$ cat config.mk
export PLATFORM = sky130hd
export DESIGN_NAME = shake_ctrl
export DESIGN_NICKNAME = d
export VERILOG_FILES = /design/src/rtl/shake_ctrl_pkg.sv /design/src/rtl/shake_ctrl_modcnt.sv /design/src/rtl/shake_ctrl.sv
export SDC_FILE = /design/constraint.sdc
export NUM_CORES = 1
export LEC_CHECK = 0
export ABC_AREA = 1
export BUFFER_PORTS_ARGS = -buffer_cell sky130_fd_sc_hd__buf_2
export CORE_MARGIN = 2
export CORE_UTILIZATION = 55
export CTS_CLUSTER_SIZE = 16
export DETAILED_ROUTE_END_ITERATION = 6
export PLACE_DENSITY_LB_ADDON = 0.12
export SLEW_MARGIN = 20
export SYNTH_ARGS = -nofsm -noshare
export SYNTH_HDL_FRONTEND = slang
export SYNTH_SLANG_ARGS = --single-unit
$ cat constraint.sdc
create_clock -name clk -period 2 [get_ports clk]
set_input_delay 0.1 -clock clk [delete_from_list [all_inputs] [get_ports clk]]
set_output_delay 0.1 -clock clk [all_outputs]
set_load 0.03 [all_outputs]
$ cat src/rtl/shake_ctrl_pkg.sv
// Shared definitions for the SHAKE sponge controller: FSM states, rate sizes
// and the mode encoding.
package shake_ctrl_pkg;

  typedef enum logic [1:0] {
    ST_IDLE,
    ST_ABSORB,
    ST_PERMUTE,
    ST_SQUEEZE
  } state_e;

  localparam int RATE128_WORDS = 21;
  localparam int RATE256_WORDS = 17;

  localparam logic MODE_SHAKE128 = 1'b0;
  localparam logic MODE_SHAKE256 = 1'b1;

  // Highest lane index inside one rate block for the selected mode.
  function automatic logic [4:0] rate_max(input logic mode);
    return (mode == MODE_SHAKE256) ? 5'(RATE256_WORDS - 1) : 5'(RATE128_WORDS - 1);
  endfunction

endpackage

$ cat src/rtl/shake_ctrl_modcnt.sv
// Modulo counter with runtime maximum: wraps to zero after max, clear wins
// over enable, last flags the terminal count.
module shake_modcnt #(
  parameter int W = 5
) (
  input  logic         clk,
  input  logic         rst,
  input  logic         en,
  input  logic         clr,
  input  logic [W-1:0] max,
  output logic [W-1:0] cnt,
  output logic         last
);

  logic [W-1:0] cnt_q;
  logic [W-1:0] cnt_d;

  assign last = (cnt_q == max);
  assign cnt  = cnt_q;

  always_comb begin
    cnt_d = cnt_q;
    if (clr) begin
      cnt_d = '0;
    end else if (en) begin
      cnt_d = last ? '0 : cnt_q + W'(1);
    end
  end

  always_ff @(posedge clk) begin
    if (!rst) begin
      cnt_q <= '0;
    end else begin
      cnt_q <= cnt_d;
    end
  end

endmodule

$ cat src/rtl/shake_ctrl.sv
// SHAKE128/256 sponge sequencer driving an external Keccak state datapath.
// Define SHAKE_CTRL_PERF_EN to add the perm_count permutation counter output.
module shake_ctrl
  import shake_ctrl_pkg::*;
#(
  parameter int ROUNDS    = 24,
  parameter int OUT_LEN_W = 16
) (
  input  logic                 clk,
  input  logic                 rst,
  input  logic                 start,
  input  logic                 mode,
  input  logic [OUT_LEN_W-1:0] out_len,
  input  logic                 in_valid,
  input  logic                 in_last,
  output logic                 in_ready,
  output logic                 out_valid,
  input  logic                 out_ready,
  output logic                 state_clr,
  output logic                 absorb_en,
  output logic [4:0]           word_idx,
  output logic                 round_en,
  output logic [4:0]           round_idx,
  output logic                 busy,
  output logic                 done
`ifdef SHAKE_CTRL_PERF_EN
  , output logic [31:0]        perm_count
`endif
);

  state_e               state_q;
  logic                 mode_q;
  logic [OUT_LEN_W-1:0] rem_q;
  logic                 absorbed_q;
  logic                 done_q;

  logic in_hs;
  logic out_hs;
  logic word_last;
  logic word_clr;
  logic round_last;

  assign in_ready  = (state_q == ST_ABSORB);
  assign out_valid = (state_q == ST_SQUEEZE);
  assign round_en  = (state_q == ST_PERMUTE);
  assign busy      = (state_q != ST_IDLE);
  assign done      = done_q;
  assign state_clr = (state_q == ST_IDLE) && start;

  assign in_hs     = in_valid && in_ready;
  assign out_hs    = out_valid && out_ready;
  assign absorb_en = in_hs;

  // Early in_last or the final squeeze word returns the lane index to zero
  // even when the block is not full.
  assign word_clr = (in_hs && in_last) || (out_hs && (rem_q == OUT_LEN_W'(1)));

  shake_modcnt #(.W(5)) u_word_cnt (
    .clk  (clk),
    .rst  (rst),
    .en   (in_hs || out_hs),
    .clr  (word_clr),
    .max  (rate_max(mode_q)),
    .cnt  (word_idx),
    .last (word_last)
  );

  shake_modcnt #(.W(5)) u_round_cnt (
    .clk  (clk),
    .rst  (rst),
    .en   (round_en),
    .clr  (!round_en),
    .max  (5'(ROUNDS - 1)),
    .cnt  (round_idx),
    .last (round_last)
  );

  always_ff @(posedge clk) begin
    if (!rst) begin
      state_q    <= ST_IDLE;
      mode_q     <= MODE_SHAKE128;
      rem_q      <= '0;
      absorbed_q <= 1'b0;
      done_q     <= 1'b0;
    end else begin
      done_q <= 1'b0;
      case (state_q)
        ST_IDLE: begin
          if (start) begin
            mode_q     <= mode;
            rem_q      <= out_len;
            absorbed_q <= 1'b0;
            state_q    <= ST_ABSORB;
          end
        end
        ST_ABSORB: begin
          if (in_hs) begin
            if (in_last) absorbed_q <= 1'b1;
            if (in_last || word_last) state_q <= ST_PERMUTE;
          end
        end
        ST_PERMUTE: begin
          if (round_last) begin
            if (!absorbed_q) begin
              state_q <= ST_ABSORB;
            end else if (rem_q != '0) begin
              state_q <= ST_SQUEEZE;
            end else begin
              done_q  <= 1'b1;
              state_q <= ST_IDLE;
            end
          end
        end
        ST_SQUEEZE: begin
          if (out_ready) begin
            if (rem_q != '0) rem_q <= rem_q - OUT_LEN_W'(1);
            if (rem_q == OUT_LEN_W'(1)) begin
              done_q  <= 1'b1;
              state_q <= ST_IDLE;
            end else if (word_last) begin
              state_q <= ST_PERMUTE;
            end
          end
        end
        default: state_q <= ST_IDLE;
      endcase
    end
  end

`ifdef SHAKE_CTRL_PERF_EN
  logic [31:0] perm_cnt_q;

  always_ff @(posedge clk) begin
    if (!rst) begin
      perm_cnt_q <= '0;
    end else if (round_en && round_last) begin
      perm_cnt_q <= perm_cnt_q + 32'd1;
    end
  end

  assign perm_count = perm_cnt_q;
`endif

endmodule
==> results of run 1 <==
==> placed cells by master (no fill, tap or decap), types with 2 or more instances in the layout <==
| master | count |
|---|---|
| nand2_2 | 5 |
| nor2_1 | 69 |
| nand3_1 | 19 |
| nand4_1 | 5 |
| inv_2 | 2 |
| buf_4 | 2 |
| o21ai_1 | 8 |
| xor2_1 | 6 |
| nor3_1 | 5 |
| nor2_4 | 4 |
| nand2_1 | 75 |
| inv_1 | 30 |
| nor2_2 | 2 |
| a21oi_1 | 11 |
| nand2_4 | 3 |
| o21ai_0 | 17 |
| ha_1 | 5 |
| buf_2 | 39 |
| clkbuf_4 | 5 |
| dfxtp_1 | 31 |
==> worst paths after layout <==
path | slack, ns | start | depth (start not counted) | end
max reg2reg | 0.27 | rem_q[1] | 10 | rem_q[8]
min | 0.06 | out_len[10] | 5 | rem_q[10]
max | 0.27 | rem_q[1] | 10 | rem_q[8]
min reg2reg | 0.48 | u_round_cnt.cnt[0] | 1 | u_round_cnt.cnt[0]
==> repair_timing <==
| action | in CTS | in global routing |
|---|---|---|
| hold buffers | 1 | 0 |
| gates resized for setup | 0 | 0 |
| endpoints found under the hold margin | 1 | 0 |
==> synth_stat cells (2+ instances only) <==
cell type  instances
nor2_2             2
o21ai_0           17
xor2_1             6
o21ai_1            8
nor2_1            69
nand3_1           19
nand2_2            5
nor3_1             5
inv_2              2
dfxtp_1           31
nand2_1           75
buf_6              2
nor2_4             4
nand2_4            3
inv_1             30
ha_1               5
nand4_1            5
clkbuf_1           4
a21oi_1           11
==> cell families after synthesis <==
group	count (synthesis)	synth area share, %
DFF	31	30.85
AOI/OAI and AO/OA	43	12.63
adders and majority gates	5	3.109
xor gates and xnor gates	7	3.047
buffers and inverters	40	8.830
and+or+nand+nor	190	41.54
==> power breakdown <==
group	leakage, nW	internal (mW)	switching [mW]
logic	0.889	0.556	1.08
registers	0.254	0.781	0.209
clock network	0.0482	0.295	0.230
total	1.19	1.63	1.52
==> registers in the layout, summed over array words and instances, names as in the netlist <==
| signal | cells |
|---|---|
| rem_q | 16 |
| u_round_cnt.cnt | 5 |
| u_word_cnt.cnt | 5 |
| state_q | 2 |
| absorbed_q | 1 |
| done | 1 |
| mode_q | 1 |
==> metal layers <==
layer	track usage (%)	up-vias	wire, um
li1	-	1090	-
met5	0	-	0
met4	7.447	0	58
met3	4.688	7	224
met2	40.23	53	2126
met1	29.47	890	2048
==> final cells by class <==
class / count / area share (%)
multi-input cells: 245 / 52.35
repair buffers: 42 / 9.498
clock inverters: 2 / 1.511
clock buffers: 6 / 2.213
well taps: 46 / 2.482
flip-flops and latches: 31 / 26.77
inverters: 32 / 5.181
==> worst max-delay path: cells and delay by family, from the launching register on <==
| family | cells | cell delay [ns] |
|---|---|---|
| fa+ha+maj | 1 | 0.22 |
| simple gates | 5 | 0.54 |
| flops | 1 | 0.33 |
| buf+inv | 2 | 0.32 |
| compound gates | 2 | 0.23 |
==> per-stage QoR <==
stage / instances / hold slack [ns]
global route: 404 / 0.08206
global placement: 395 / 0.3497
CTS: 404 / 0.06561
detailed placement: 395 / 0.3576
floorplan: 316 / 0.2229
finish: 404 / 0.06363
==> out/results.ini, run 1 <==
[final_layout]
design.final.nets = 385
fillers = 338
antennaDiodeCount = 0
layout-drive-gt1-share_pct = 19.27
multiInputGateArea_um2 = 1214
final_util_pct = 67.88
synthToLayoutAreaGrowth_pct = 15.24
area.sequential_um2 = 620.6
final_cell_area_um2 = 2318

[critical_path]
slowest_delay_ns = 0.33
critPathArrivalTime_ns = 1.97
critical-path-slowest-cell = dfxtp_1
crit_chain = inv_1, ha_1, nand2_2, nor2_4, nand2_4, nand2_4, a21oi_4, buf_4, o21ai_0, nor2_1
critical-path-top-cell-by-count = nand2_4
worst_setup_ep_type = flop
worstPathRequired_ns = 2.24
worst-setup-path-type = flop to flop
critPathLaunchType = flop
cp_max_fo = 19

[synthesis]
ys_types = 32
synth-edff-count = 0
yosysTopAreaCellShare_pct = 30.85
avgSynthCellArea_um2 = 6.367
cell_count_after_synthesis = 316
syn-cell-area_um2 = 2012
synth_fp_nets = 344
synthFlopType = dfxtp_1
synth_seq_cells = 31
top_cells_by_area_synth = dfxtp_1 31%, nand2_1 14%, nor2_1 13%
share_of_the_yosys_chip_area_belonging_to_registers_pct = 30.85
yosys_warnings = 0
synth.largest_area_cell = dfxtp_1
synth-async-reset-ratio_pct = 0

[timing]
period_share_pct = 86.53
final_setup_fails = 0
timing.slew.headroom_pct = 70.01
fin_tns_setup_ns = 0
rsz0062_at_grt = false
slew_violations = 0
fmax_ghz = 0.5778
fin_crit_ns = 1.731
final.setup.worst_slack_ns = 0.2693
timing_hold_violations_final = 0
worstMarginPinSlew_ns = 0.4482
clock_skew_ns = 0.004290

[cts]
cts_root_buffer_type = clkbuf_4
tritoncts_num_sinks = 31
clk-insertion-delay-late_ns = 0.34
cts.reportedPaths.clkPinSlew_ns = 0.10
cts_made_buffers = 5
post_cts.repair.setup_buffers = 0
clockBufferDepth = 2
tritoncts_clock_tree = done
cts_max_level = 2

[floorplanning]
die-width_um = 64.48
core_area_um2 = 3416
placement_rows = 21
io-pin-count = 40
die_height_um = 64.48
dieArea_um2 = 4158
floorplan.initialDensity_pct = 58.90

[routing]
drtIter0Drc = 120
detail_route.wl_per_cell_um = 11.03
route.final.wire_length_um = 4458
ant_nets = 0
drtPass1Iterations = 4
via_per_inst = 5.050
vias = 2040
detail_route.drc_violations = 0

[flow_run]
drv_cap = 0

[place]
placement.cell_area_um2 = 2222
port_buffers = 39
pre_cts_slack_ns = 0.3026
dp.final_hpwl_um = 3330
final_weighted_congestion_in_routability_driven_placement = 0.8636

[global_routing]
vias_in_the_first_global_route = 1846
antenna_found_initial = 0
grt.overflow.total = 0
grt_util_all_layers_pct = 23.43
grt_start_max_net_pins = 24
global_route_wire_length_before_repair_um = 7783

[status]
status = complete, no violations

[power]
power.leakage_nw = 1.192
power.density_nw_per_um2 = 1360
design_power_total_mw = 3.154
worst_vdd_drop_mv = 0.8129

[worst_hold_path]
holdCritPathClass = primary input to flop

Note: power is estimated with default switching activity, not from simulation.
==> inputs of run 2 (changes only) <==
--- a/config.mk
+++ b/config.mk
@@ -8,7 +8,7 @@
 export ABC_AREA = 1
 export BUFFER_PORTS_ARGS = -buffer_cell sky130_fd_sc_hd__buf_2
 export CORE_MARGIN = 2
-export CORE_UTILIZATION = 55
+export CORE_UTILIZATION = 59
 export CTS_CLUSTER_SIZE = 16
 export DETAILED_ROUTE_END_ITERATION = 6
 export PLACE_DENSITY_LB_ADDON = 0.12
==> constraint.sdc (replaced) <==
create_clock -name clk -period 2.2 [get_ports clk]
set_input_delay 0.11 -clock clk [delete_from_list [all_inputs] [get_ports clk]]
set_output_delay 0.11 -clock clk [all_outputs]
set_load 0.03 [all_outputs]
==> run 2 against run 1 <==
Net effect: clock power shrank 35%; final area shrank 2.1%; cell count shrank 0.74%; flip-flop and latch count is the same; largest power group unchanged.
==> out/results.ini, run 2 (synthesis results as in run 1) <==
[floorplanning]
floorplan.initialDensity_pct = 60.77  ; was 58.90%
io-pin-count = 40  ; unchanged
dieArea_um2 = 3893  ; was 4158 um2
die_height_um = 62.40  ; was 64.48 um
placement_rows = 21  ; unchanged
die-width_um = 62.40  ; was 64.48 um
core_area_um2 = 3311  ; was 3416 um2

[final_layout]
largest_register = rem_q  ; unchanged
synthToLayoutAreaGrowth_pct = 12.87  ; was 15.24%
layout-drive-gt1-share_pct = 18.87  ; was 19.27%
largest_reg_flops = 16  ; unchanged
design.final.nets = 383  ; was 385
fillers = 337  ; was 338
mostFrequentLayoutCells = 75 x nand2_1, 69 x nor2_1, 39 x buf_2  ; unchanged
antennaDiodeCount = 0  ; unchanged
mostFrequentLayoutCell = nand2_1  ; unchanged

[cts]
clk-insertion-delay-late_ns = 0.33  ; was 0.34 ns
cts_made_buffers = 5  ; unchanged
tritoncts_num_sinks = 31  ; unchanged
post_cts.repair.setup_buffers = 0  ; unchanged
cts_root_buffer_type = clkbuf_4  ; unchanged
cts.reportedPaths.clkPinSlew_ns = 0.09  ; was 0.10 ns
tritoncts_clock_tree = done  ; unchanged
post_cts_hold_buffer_count = 0  ; was 1
post_cts_resize_count = 0  ; unchanged
clockBufferDepth = 2  ; unchanged
cts_max_level = 2  ; unchanged

[power]
design_power_total_mw = 2.715  ; was 3.154 mW
power.density_nw_per_um2 = 1195  ; was 1360 nW/um2
worst_vdd_drop_mv = 0.5809  ; was 0.8129 mV
power.leakage_nw = 1.169  ; was 1.192 nW

[timing]
worstMarginPinSlew_ns = 0.4664  ; was 0.4482 ns
fin_tns_setup_ns = 0  ; unchanged
fin_crit_ns = 1.799  ; was 1.731 ns
clock_skew_ns = 0.003049  ; was 0.004290 ns
timing.slew.headroom_pct = 68.79  ; was 70.01%
hold_slack_ns = 0.03082  ; was 0.06363 ns
rsz0062_at_grt = false  ; unchanged
slew_violations = 0  ; unchanged
final_setup_fails = 0  ; unchanged
period_share_pct = 81.77  ; was 86.53%
timing_hold_violations_final = 0  ; unchanged
fmax_ghz = 0.5559  ; was 0.5778 GHz

[global_routing]
met2_global_route_usage_pct = 41.44  ; was 40.23%
grtUsageMet3_pct = 5.045  ; was 4.688%
global_route_wire_length_before_repair_um = 7769  ; was 7783 um
gr-usage-met1_pct = 29.95  ; was 29.47%
vias_in_the_first_global_route = 1820  ; was 1846
grt_busiest_layer = met2  ; unchanged
antenna_found_initial = 0  ; unchanged
grt.overflow.total = 0  ; unchanged
grt_start_max_net_pins = 24  ; unchanged
grt_util_all_layers_pct = 24.22  ; was 23.43%

[routing]
drtPass1Iterations = 4  ; unchanged
vias = 2061  ; was 2040
detail_route.drc_violations = 0  ; unchanged
route.final.wire_length_um = 4244  ; was 4458 um
drtIter0Drc = 167  ; was 120
ant_nets = 0  ; unchanged
detail_route.wl_per_cell_um = 10.58  ; was 11.03 um
via_per_inst = 5.140  ; was 5.050

[worst_hold_path]
holdCritPathClass = primary input to flop  ; unchanged

[status]
status = complete, no violations  ; unchanged

[critical_path]
critPathArrivalTime_ns = 2.03  ; was 1.97 ns
worst_setup_ep_type = flop  ; unchanged
worstPathRequired_ns = 2.43  ; was 2.24 ns
cp_max_fo = 19  ; unchanged
worst-setup-path-type = flop to flop  ; unchanged
critPathLaunchType = flop  ; unchanged

[flow_run]
drv_cap = 0  ; unchanged

[place]
final_weighted_congestion_in_routability_driven_placement = 0.9307  ; was 0.8636
port_buffers = 39  ; unchanged
dp.final_hpwl_um = 3233  ; was 3330 um

-- run 2: cell types whose count changed in the layout (fill, tap and decap cells not counted) --
cell           change
buf_4              -1
bufinv_16          -1
dlygate4sd3_1      -1
-- run 2: cell type report --
| class | instances | area, um2 | share of cell area (%) |
|---|---|---|---|
| clock inverter | 1 | 5.005 | 0.2204 |
| multi-input combinational | 245 | 1214 | 53.44 |
| inverter | 32 | 120.1 | 5.289 |
| sequential | 31 | 620.6 | 27.33 |
| clock buffer | 6 | 51.30 | 2.259 |
| timing repair buffer | 40 | 202.7 | 8.926 |
| tap | 46 | 57.56 | 2.534 |
-- run 2: per-stage QoR --
stage | area (um2) | cells | setup WS, ns | utilization, %
finish | 2271 | 401 | 0.4010 | 68.59
floorplan | 2012 | 316 | 0.4905 | -
global route | 2271 | 401 | 0.1932 | 68.59
detailed placement | 2215 | 394 | 0.4004 | 66.89
CTS | 2271 | 401 | 0.3927 | 68.59
global placement | 2215 | 394 | 0.4561 | 66.89
-- run 2: worst paths after layout --
check | startpoint | endpoint | slack (ns) | cells past startpoint
hold reg to reg | u_round_cnt.cnt[0] | u_round_cnt.cnt[0] | 0.47 | 1
setup / recovery | rem_q[0] | rem_q[10] | 0.40 | 10
hold / removal | mode | mode_q | 0.03 | 3
setup reg to reg | rem_q[0] | rem_q[10] | 0.40 | 10
-- run 2: per-layer routing --
| metal | share of wire (%) | wire (um) |
|---|---|---|
| met5 | 0 | 0 |
| met4 | 1.5 | 63 |
| met3 | 4.7 | 198 |
| met2 | 47 | 1998 |
| met1 | 47 | 1983 |
-- run 2: power by group --
part           switching (mW)  total (mW)  leakage [nW]  internal (mW)
sequential              0.195       0.905         0.254          0.710
clock                   0.192       0.340        0.0341          0.148
combinational           0.975        1.47         0.880          0.494
total                    1.36        2.71          1.17           1.35
-- run 2: worst max-delay path, stage by stage, from the launching register on --
cell     delay (ns)
dfxtp_1        0.38
inv_1          0.09
ha_1           0.24
nand2_2        0.13
nor2_4         0.07
nand2_4        0.08
nand2_4        0.06
a21oi_4        0.40
nand2_1        0.09
nor2_1         0.11
nor2_1         0.05
==> inputs of run 3 (changes only) <==
--- a/config.mk
+++ b/config.mk
@@ -8,7 +8,7 @@
 export ABC_AREA = 1
 export BUFFER_PORTS_ARGS = -buffer_cell sky130_fd_sc_hd__buf_2
 export CORE_MARGIN = 2
-export CORE_UTILIZATION = 59
+export CORE_UTILIZATION = 50
 export CTS_CLUSTER_SIZE = 16
 export DETAILED_ROUTE_END_ITERATION = 6
 export PLACE_DENSITY_LB_ADDON = 0.12
==> constraint.sdc (replaced) <==
create_clock -name clk -period 1.48 [get_ports clk]
set_input_delay 0.074 -clock clk [delete_from_list [all_inputs] [get_ports clk]]
set_output_delay 0.074 -clock clk [all_outputs]
set_load 0.03 [all_outputs]
==> run 3 against run 2 <==
Net effect: the flow now finishes with violations (negative setup slack); final area is 18% higher; cell count is 8.0% higher; non-clock buffer count is 27 higher; power is 89% higher; clock-buffer cell count is 2 higher; via count is 5.6% higher; clock power is 120% higher; hold slack better by 0.021 ns.
==> out/results.ini, run 3 (synthesis results as in run 1) <==
[final_layout]
mostFrequentLayoutCells = 71 x nand2_1, 61 x nor2_1, 39 x buf_2  ; was 75 x nand2_1, 69 x nor2_1, 39 x buf_2
synthToLayoutAreaGrowth_pct = 32.96  ; was 12.87%
final_cell_area_um2 = 2675  ; was 2271 um2
antennaDiodeCount = 0  ; unchanged
final_util_pct = 67.85  ; was 68.59%
largest_register = rem_q  ; unchanged
design.final.nets = 410  ; was 383
layout-drive-gt1-share_pct = 31.59  ; was 18.87%
largest_reg_flops = 16  ; unchanged
fillers = 357  ; was 337
mostFrequentLayoutCell = nand2_1  ; unchanged

[timing]
slew_violations = 0  ; unchanged
clock_skew_ns = 0.003799  ; was 0.003049 ns
final.setup.worst_slack_ns = -0.1006  ; was 0.4010 ns
hold_slack_ns = 0.05176  ; was 0.03082 ns
timing_hold_violations_final = 0  ; unchanged
timing.slew.headroom_pct = 68.04  ; was 68.79%
fmax_ghz = 0.6327  ; was 0.5559 GHz
period_share_pct = 106.8  ; was 81.77%
worstMarginPinSlew_ns = 0.4744  ; was 0.4664 ns
fin_crit_ns = 1.581  ; was 1.799 ns
fin_tns_setup_ns = -0.1818  ; was 0 ns
rsz0062_at_grt = true  ; was false
final_setup_fails = 5  ; was 0

[worst_hold_path]
worst_hold_path.num_cells = 3  ; unchanged
worstHoldEndpoint = mode_q  ; unchanged
holdCritPathClass = primary input to flop  ; unchanged
holdCritStartpoint = mode  ; unchanged

[power]
p_clk_share_pct = 14.6  ; was 12.5%
power.leakage_nw = 1.358  ; was 1.169 nW
switching_power_summed_over_all_nets_mw = 2.352  ; was 1.362 mW
proportion_of_power_drawn_by_combinational_gates_pct = 59.8  ; was 54.1%
power.density_nw_per_um2 = 1916  ; was 1195 nW/um2
cellInternalPower_mw = 2.773  ; was 1.352 mW
sequentialPowerShare_pct = 25.6  ; was 33.4%
power.share.switching_pct = 45.89  ; was 50.18%
worst_vdd_drop_mv = 1.147  ; was 0.5809 mV

[cts]
tritoncts_num_sinks = 31  ; unchanged
cts.reportedPaths.clkPinSlew_ns = 0.07  ; was 0.09 ns
clk-insertion-delay-late_ns = 0.29  ; was 0.33 ns
clockBufferDepth = 2  ; unchanged
post_cts_hold_buffer_count = 0  ; unchanged
tritoncts_clock_tree = done  ; unchanged
cts_max_level = 2  ; unchanged
cts_made_buffers = 5  ; unchanged
cts_root_buffer_type = clkbuf_8  ; was clkbuf_4

[place]
dp.final_hpwl_um = 3604  ; was 3233 um
placement.cell_area_um2 = 2436  ; was 2215 um2
port_buffers = 39  ; unchanged
final_weighted_congestion_in_routability_driven_placement = 0.8657  ; was 0.9307

[critical_path]
critPathLaunchType = flop  ; unchanged
critical-path-slowest-cell = dfxtp_1  ; was a21oi_4
critPathArrivalTime_ns = 1.76  ; was 2.03 ns
worst_setup_ep_type = flop  ; unchanged
worst-setup-path-type = flop to flop  ; unchanged
worstReg2RegStart = rem_q[13]  ; was rem_q[0]
crit_chain = nor2_1, nand2_2, nor2_4, nand2_4, nand2_4, a21oi_4, clkbuf_16, o21ai_0, nor2_1  ; was inv_1, ha_1, nand2_2, nor2_4, nand2_4, nand2_4, a21oi_4, nand2_1, nor2_1, nor2_1
cp_max_fo = 9  ; was 19
ff2ff_path_depth = 9  ; was 10
capturing_point_of_the_worst_reg2reg_path = rem_q[4]  ; was rem_q[10]
slowest_delay_ns = 0.31  ; was 0.40 ns
r2r_setup_slack_ns = -0.10  ; was 0.40 ns
worstPathRequired_ns = 1.66  ; was 2.43 ns

[status]
violations = negative setup slack
status = complete, but fails checks  ; was complete, no violations

[floorplanning]
floorplan.initialDensity_pct = 51.03  ; was 60.77%
io-pin-count = 40  ; unchanged
core_area_um2 = 3943  ; was 3311 um2
dieArea_um2 = 4547  ; was 3893 um2
die-width_um = 67.44  ; was 62.40 um
placement_rows = 23  ; was 21
die_height_um = 67.44  ; was 62.40 um

[routing]
ant_nets = 0  ; unchanged
drtPass1Iterations = 4  ; unchanged
vias = 2177  ; was 2061
drtIter0Drc = 108  ; was 167
via_per_inst = 5.028  ; was 5.140
detail_route.drc_violations = 0  ; unchanged
route.final.wire_length_um = 5197  ; was 4244 um
detail_route.wl_per_cell_um = 12.00  ; was 10.58 um

[global_routing]
antenna_found_initial = 0  ; unchanged
global_route_wire_length_before_repair_um = 8135  ; was 7769 um
vias_in_the_first_global_route = 1900  ; was 1820
grt_start_max_net_pins = 26  ; was 24
grt.overflow.total = 0  ; unchanged
grt_util_all_layers_pct = 23.69  ; was 24.22%

[flow_run]
drv_cap = 0  ; unchanged

==> run 3: changes by cell type in the layout (fill, tap and decap cells not counted), moves of 5 or more <==
| cell | change |
|---|---|
| buf_4 | +23 |
| clkbuf_4 | -5 |
| nor2_1 | -8 |
| nor2_2 | +7 |
| dfxtp_2 | +6 |
| dfxtp_1 | -7 |
| clkbuf_8 | +6 |
==> run 3: how the worst max path moves through the flow <==
stage               slack, ns  cells after the start          startpoint          to
finish                  -0.10                      9           rem_q[13]    rem_q[4]
global route            -0.17                      9            rem_q[3]    rem_q[4]
CTS                     0.005                      9           rem_q[13]    rem_q[5]
detailed placement      -0.02                     10            rem_q[0]    rem_q[4]
global placement         0.03                      8  u_round_cnt.cnt[0]  state_q[1]
floorplan               0.009                      8  u_round_cnt.cnt[1]  state_q[0]
==> run 3: per-stage QoR <==
| stage | worst slack [ns] | power, mW | cells |
|---|---|---|---|
| after floorplan | 0.008885 | 3.173 | 316 |
| after global placement | 0.02963 | 3.967 | 421 |
| after detailed placement | -0.02131 | 4.000 | 421 |
| after CTS | 0.004573 | 4.797 | 429 |
| after global routing | -0.1729 | 5.546 | 433 |
| final | -0.1006 | 5.125 | 433 |
==> run 3: layer usage <==
metal / global-route usage (%) / vias to the layer above / wire length, um
met2: 42.57 / 42 / 2636
met5: 0 / - / 0
met1: 28.16 / 993 / 2301
li1: - / 1134 / -
met3: 4.667 / 8 / 169
met4: 7.653 / 0 / 90
==> run 3: area by class of cell <==
| type | instances | area [um2] | share of cell area [%] |
|---|---|---|---|
| Multi-Input combinational cell | 245 | 1295 | 48.41 |
| Sequential cell | 31 | 631.9 | 23.62 |
| Timing Repair Buffer | 67 | 465.4 | 17.40 |
| Inverter | 32 | 120.1 | 4.490 |
| Clock buffer | 8 | 100.1 | 3.742 |
| Tap cell | 50 | 62.56 | 2.339 |
==> run 3: what timing repair did <==
action / in CTS / in global routing
setup endpoints to repair: 11 / 26
cloned: 0 / 2
pin swaps: 2 / 15
setup buffers: 0 / 2
resized for setup: 4 / 23
==> run 3: worst max-delay path, delay by kind of cell (launching register included) <==
family	cells	cell delay, ns
and+or+nand+nor	6	0.68
DFF	1	0.31
AOI/OAI and AO/OA	2	0.31
buffers and inverters	1	0.18
==> run 3: power by group through the flow <==
stage | registers [mW] | logic, mW | clock network, mW
after CTS | 1.29 | 2.75 | 0.765
after floorplan | 1.31 | 1.86 | 0
after detailed placement | 1.30 | 2.70 | 0
final | 1.31 | 3.06 | 0.751
after global placement | 1.30 | 2.67 | 0
after global routing | 1.34 | 3.42 | 0.785
